<file path="src/rtl/i2s_sample_fifo.sv">
// Sample FIFO between a producer and an I2S master: primes to PRIME_LEVEL, then pops one
// sample per LCK frame. Optional macro I2S_FIFO_HOLD_EN holds SMP on underrun/fill frames.
module i2s_sample_fifo #(
  parameter int unsigned DEPTH_LOG2  = 4,
  parameter int unsigned PRIME_LEVEL = 8
) (
  input  logic                  CLK,
  input  logic                  RST,
  input  logic [15:0]           IN_DATA,
  input  logic                  IN_VALID,
  output logic                  IN_READY,
  input  logic                  LCK,
  output logic [15:0]           SMP,
  output logic [DEPTH_LOG2:0]   LEVEL,
  output logic                  UNDERRUN,
  output logic                  OVERRUN
);

  localparam int unsigned DEPTH = 1 << DEPTH_LOG2;
  localparam int unsigned LW    = DEPTH_LOG2 + 1;
  localparam int unsigned PW    = DEPTH_LOG2;

  localparam logic [LW-1:0] LEVEL_FULL  = LW'(DEPTH);
  localparam logic [LW-1:0] LEVEL_PRIME = LW'(PRIME_LEVEL);
  localparam logic [LW-1:0] LEVEL_ONE   = LW'(1);
  localparam logic [PW-1:0] PTR_ONE     = PW'(1);

  typedef enum logic {StFill, StRun} state_e;

  state_e        r_state;
  state_e        w_state_d;
  logic [15:0]   r_mem [DEPTH];
  logic [PW-1:0] r_wr_ptr;
  logic [PW-1:0] r_rd_ptr;
  logic [LW-1:0] r_level;
  logic [LW-1:0] w_level_d;
  logic [15:0]   r_smp;
  logic [15:0]   w_smp_d;
  logic [15:0]   w_idle_smp;
  logic          r_lck_q;
  logic          r_underrun;
  logic          r_overrun;
  logic          w_ready;
  logic          w_push;
  logic          w_pop;
  logic          w_underrun;
  logic          w_frame_start;

  assign w_ready       = (r_level != LEVEL_FULL);
  assign w_push        = IN_VALID & w_ready;
  assign w_frame_start = r_lck_q & ~LCK;

  // Value SMP takes on a frame start that has no sample to play.
`ifdef I2S_FIFO_HOLD_EN
  assign w_idle_smp = r_smp;
`else
  assign w_idle_smp = 16'h0000;
`endif

  always_comb begin
    w_state_d  = r_state;
    w_pop      = 1'b0;
    w_underrun = 1'b0;
    w_smp_d    = r_smp;
    unique case (r_state)
      StFill: begin
        if (r_level >= LEVEL_PRIME) w_state_d = StRun;
        if (w_frame_start) w_smp_d = w_idle_smp;
      end
      StRun: begin
        if (w_frame_start) begin
          if (r_level != '0) begin
            w_pop   = 1'b1;
            w_smp_d = r_mem[r_rd_ptr];
          end else begin
            w_underrun = 1'b1;
            w_state_d  = StFill;
            w_smp_d    = w_idle_smp;
          end
        end
      end
      default: w_state_d = StFill;
    endcase
  end

  always_comb begin
    w_level_d = r_level;
    unique case ({w_push, w_pop})
      2'b10:   w_level_d = r_level + LEVEL_ONE;
      2'b01:   w_level_d = r_level - LEVEL_ONE;
      default: w_level_d = r_level;
    endcase
  end

  always_ff @(posedge CLK) begin
    if (RST) begin
      r_state    <= StFill;
      r_wr_ptr   <= '0;
      r_rd_ptr   <= '0;
      r_level    <= '0;
      r_smp      <= '0;
      r_lck_q    <= 1'b0;
      r_underrun <= 1'b0;
      r_overrun  <= 1'b0;
    end else begin
      r_state    <= w_state_d;
      r_level    <= w_level_d;
      r_smp      <= w_smp_d;
      r_lck_q    <= LCK;
      r_underrun <= w_underrun;
      r_overrun  <= IN_VALID & ~w_ready;
      if (w_push) r_wr_ptr <= r_wr_ptr + PTR_ONE;
      if (w_pop)  r_rd_ptr <= r_rd_ptr + PTR_ONE;
    end
  end

  // Storage needs no reset; stale entries are unreachable once the pointers clear.
  always_ff @(posedge CLK) begin
    if (w_push && !RST) r_mem[r_wr_ptr] <= IN_DATA;
  end

  assign IN_READY = w_ready;
  assign SMP      = r_smp;
  assign LEVEL    = r_level;
  assign UNDERRUN = r_underrun;
  assign OVERRUN  = r_overrun;

endmodule

</file>
<file path="config.mk">
export PLATFORM = sky130hd
export DESIGN_NAME = i2s_sample_fifo
export DESIGN_NICKNAME = d
export VERILOG_FILES = /design/src/rtl/i2s_sample_fifo.sv
export SDC_FILE = /design/constraint.sdc
export NUM_CORES = 1
export LEC_CHECK = 0
export CAP_MARGIN = 0
export CORE_MARGIN = 2
export CORE_UTILIZATION = 40
export DETAILED_ROUTE_END_ITERATION = 8
export HOLD_SLACK_MARGIN = 0.05
export SYNTH_ARGS = -nofsm -noshare
export SYNTH_HDL_FRONTEND = slang
export SYNTH_SLANG_ARGS = --single-unit
</file>
<file path="constraint.sdc">
create_clock -name CLK -period 3.05 [get_ports CLK]
set_input_delay 0.61 -clock CLK [delete_from_list [all_inputs] [get_ports CLK]]
set_output_delay 0.61 -clock CLK [all_outputs]
set_load 0.02 [all_outputs]
</file>
==> results.sh, run 1 <==
export IMPL_post_layout_nonfiller_instances=1075
export IMPL_clk_pin_slew_worst_paths_ns=0.06
export IMPL_fmax_mhz=354
export IMPL_status="finished clean"
export IMPL_cts_root_to_sink_buffers=3
export IMPL_cts_root_buffer="sky130_fd_sc_hd__clkbuf_16"
export IMPL_sw_ratio=0.191
export IMPL_final_fill_count=2305
export IMPL_setup_violations=0
export IMPL_routed_wirelength_um=24100
export IMPL_cts_made_buffers=30
export IMPL_initial_core_util=0.408
export IMPL_route_detailed_vias_per_inst=5.30
export IMPL_layout_cells_most_common="sky130_fd_sc_hd__edfxtp_1"
export IMPL_cells_traversed_along_the_worst_timing_path="nor4_4 -> a21oi_4 -> ha_1 -> ha_1 -> o21ai_0 -> nor3_1 -> o32ai_1 -> a21oi_2 -> mux2_4"
export IMPL_power_density_mw_per_mm2=615
export IMPL_cts_sinks=293
export IMPL_area_growth_pct=18.6
export IMPL_final_min_period_over_clock_period=0.927
export IMPL_drcViolationCount=0
export IMPL_synth_top_area_cell="sky130_fd_sc_hd__edfxtp_1"
export IMPL_maxSlewViolCount=0
export IMPL_slew_limit_headroom=0.592
export IMPL_cp_max_fo=9
export IMPL_synth_lib_cells_used_distinct=46
export IMPL_synth_fp_nets=615
export IMPL_ctsHoldBuffers=0
export IMPL_antenna_found_initial=1
export IMPL_p_int_mw=6.70
export IMPL_finalCoreUtilization=0.483
export IMPL_finalClockSkew_ns=0.0143
export IMPL_finalNetCount=702
export IMPL_postSynthCellCount=587
export IMPL_post_synth_main_area_contributors="sky130_fd_sc_hd__edfxtp_1, sky130_fd_sc_hd__mux4_2, sky130_fd_sc_hd__dfxtp_1"
export IMPL_floorplan_die_area_mm2=0.0298
export IMPL_hold_viol=0
export IMPL_final_layout_size_suffix_gt1_frac=0.240
export IMPL_grt_total_usage=0.169
export IMPL_die_h_um=172
export IMPL_switching_power_mw=1.58
export IMPL_number_of_global_route_vias_before_repair=6114
export IMPL_drtAntennaViolNets=0
export IMPL_p_leak_nw=4.26
export IMPL_worst_pin_slew_ns=0.611
export IMPL_p_comb_frac=0.025
export IMPL_synth_avg_cell_area_um2=19.3
export IMPL_ir_worst_vdd_v=0.000560
export IMPL_ys_warnings_count=0
export IMPL_cp_start_kind="flop"
export IMPL_tightest_hold_check_type="flop to flop"
export IMPL_synthesis_area_mm2=0.0114
export IMPL_coreArea_mm2=0.0279
export IMPL_mostFrequentLayoutCells="sky130_fd_sc_hd__edfxtp_1, sky130_fd_sc_hd__mux4_2, sky130_fd_sc_hd__clkdlybuf4s50_1"
export IMPL_critPathCaptureType="flop"
export IMPL_globalRouteOverflowTotal=0
export IMPL_clk_latency_ns=0.55
export IMPL_post_cts_repair_setup_buffers=0
export IMPL_path_common_cell="sky130_fd_sc_hd__ha_1"
export IMPL_min_period_ns=2.83
export IMPL_critPathMaxStageDelay_ns=0.51
export IMPL_post_drt_wl_per_cell_um=22.4
export IMPL_gpl_final_weighted_congestion=0.827
export IMPL_firstDrtPassIters=5
export IMPL_grt_max_degree=30
export IMPL_setup_repair_after_global_routing_missed_its_margin="no"
export IMPL_io_pins=44
export IMPL_critPathRequiredTime_ns=3.49
export IMPL_synth_top_area_frac=0.677
export IMPL_n_antenna_cell=0
export IMPL_crit_slowest_cell="sky130_fd_sc_hd__nor4_4"
export IMPL_num_rows=61
export IMPL_share_seq_of_total_power=0.532
export IMPL_via_count=5693
export IMPL_clock_tree_from_tritoncts="done"
export IMPL_post_cts_resized_instances=0
export IMPL_critical_path_arrival_ns=3.26
export IMPL_port_buffers=43
export IMPL_synth_seq_area_share=0.742
export IMPL_die_w_um=172
export IMPL_first_pass_grt_wire_length_um=36900
export IMPL_place_detailed_instances=1020
export IMPL_h_tree_depth=1
export IMPL_drv_max_cap_violation_count=0
export IMPL_first_iter_violations=518
export IMPL_final_setup_tns_ns=0
export IMPL_criticalPathCategory="flop to flop"
export IMPL_ys_ff_latch=293
export IMPL_detailedPlacementHpwl_um=14900
export IMPL_clock_power_share=0.443
[layout make-up]
cell class                 count  area, µm²  area share
inverter                       5       21.3     0.00158
clock buffer                  40        830      0.0616
multi-input combinational    256       2690       0.200
clock inverter                15        173      0.0128
sequential                   293       8430       0.626
timing repair buffer          88        843      0.0626
tap                          378        473      0.0351
[through the flow]
step / setup WS [ns] / power [mW] / cell area (µm²) / hold slack [ns]
2_1_floorplan: 0.120 / 4.57 / 11400 / 0.472
3_3_place_gp: 0.0587 / 4.68 / 12500 / 0.433
3_5_place_dp: -0.0252 / 4.70 / 12500 / 0.446
4_1_cts: 0.215 / 8.36 / 13500 / 0.460
5_1_grt: 0.133 / 8.54 / 13500 / 0.483
6_report: 0.222 / 8.28 / 13500 / 0.453
[worst max-delay path, delay by kind of cell, from the launching register on]
family	cells	cell delay, ns
AOI/OAI and AO/OA	4	0.57
muxes	1	0.30
adders and majority gates	2	0.71
DFF	1	0.42
and+or+nand+nor	2	0.72
[Yosys cell counts, drive strengths merged]
library cell / number
edfxtp: 256
mux4: 64
nor2: 40
dfxtp: 37
o21ai: 27
nand2: 23
buf: 22
o22ai: 16
clkbuf: 11
mux2i: 10
a22o: 8
ha: 8
nor3: 8
o21a: 8
xor2: 8
a21oi: 7
inv: 5
nand2b: 4
nand3b: 4
xnor2: 3
nand4: 2
nor4: 2
a211oi: 1
a21boi: 1
a22oi: 1
a31oi: 1
and3b: 1
and4b: 1
and4bb: 1
mux2: 1
nor2b: 1
nor3b: 1
o211ai: 1
o32ai: 1
or2: 1
or3: 1
[final timing paths]
path	startpoint	endpoint	slack, ns	cells after the start
worst min-delay path	SMP[3]	SMP[3]	0.45	2
worst max register to register	LEVEL[1]	LEVEL[4]	0.22	9
worst max-delay path	LEVEL[1]	LEVEL[4]	0.22	9
worst min register to register	SMP[3]	SMP[3]	0.45	2
[registers in the layout, summed over array words and instances, names as in the netlist, named ones only]
| register | cells |
|---|---|
| r_wr_ptr | 4 |
| r_rd_ptr | 4 |
| SMP | 16 |
| r_lck_q | 1 |
| UNDERRUN | 1 |
| OVERRUN | 1 |
| r_state | 1 |
| r_mem | 256 |
| LEVEL | 5 |
[power by group through the flow]
stage                     Combinational [mW]  Clock (mW)  Sequential (mW)
after floorplan                       0.0870           0             4.49
after global placement                 0.197           0             4.49
after detailed placement               0.206           0             4.49
after CTS                              0.206        3.75             4.41
after global routing                   0.223        3.91             4.41
final                                  0.203        3.67             4.41
[routing by layer]
layer / part of all wire / track usage
met1: 0.43 / 0.225
met2: 0.50 / 0.291
met3: 0.042 / 0.0272
met4: 0.022 / 0.0427
met5: 0.00050 / 0
[cell families (layout without fill, tap and decap cells)]
kind of cell               after synthesis  count (layout)  share of synthesized area
AOI/OAI and AO/OA                       72              72                     0.0409
xor gates and xnor gates                11              11                    0.00849
adders and majority gates                8               8                    0.00882
buffers and inverters                   38             148                     0.0230
DFF                                    293             293                      0.742
muxes                                   75              75                      0.138
and+or+nand+nor                         90              90                     0.0385
Note: power is estimated with default switching activity, not from simulation.
==> inputs of run 2 (changes only) <==
--- a/config.mk
+++ b/config.mk
@@ -8,6 +8,7 @@
 export CAP_MARGIN = 0
 export CORE_MARGIN = 2
 export CORE_UTILIZATION = 40
+export CTS_CLUSTER_DIAMETER = 120
 export DETAILED_ROUTE_END_ITERATION = 8
 export HOLD_SLACK_MARGIN = 0.05
 export SYNTH_ARGS = -nofsm -noshare
==> results of run 2 <==
The final DEF is identical to that of run 1; final timing and power are the same.
==> inputs of run 3 (changes only) <==
--- a/config.mk
+++ b/config.mk
@@ -5,7 +5,6 @@
 export SDC_FILE = /design/constraint.sdc
 export NUM_CORES = 1
 export LEC_CHECK = 0
-export CAP_MARGIN = 0
 export CORE_MARGIN = 2
 export CORE_UTILIZATION = 40
 export CTS_CLUSTER_DIAMETER = 120
==> results of run 3 <==
The final DEF is identical to that of run 1; final timing and power are the same.
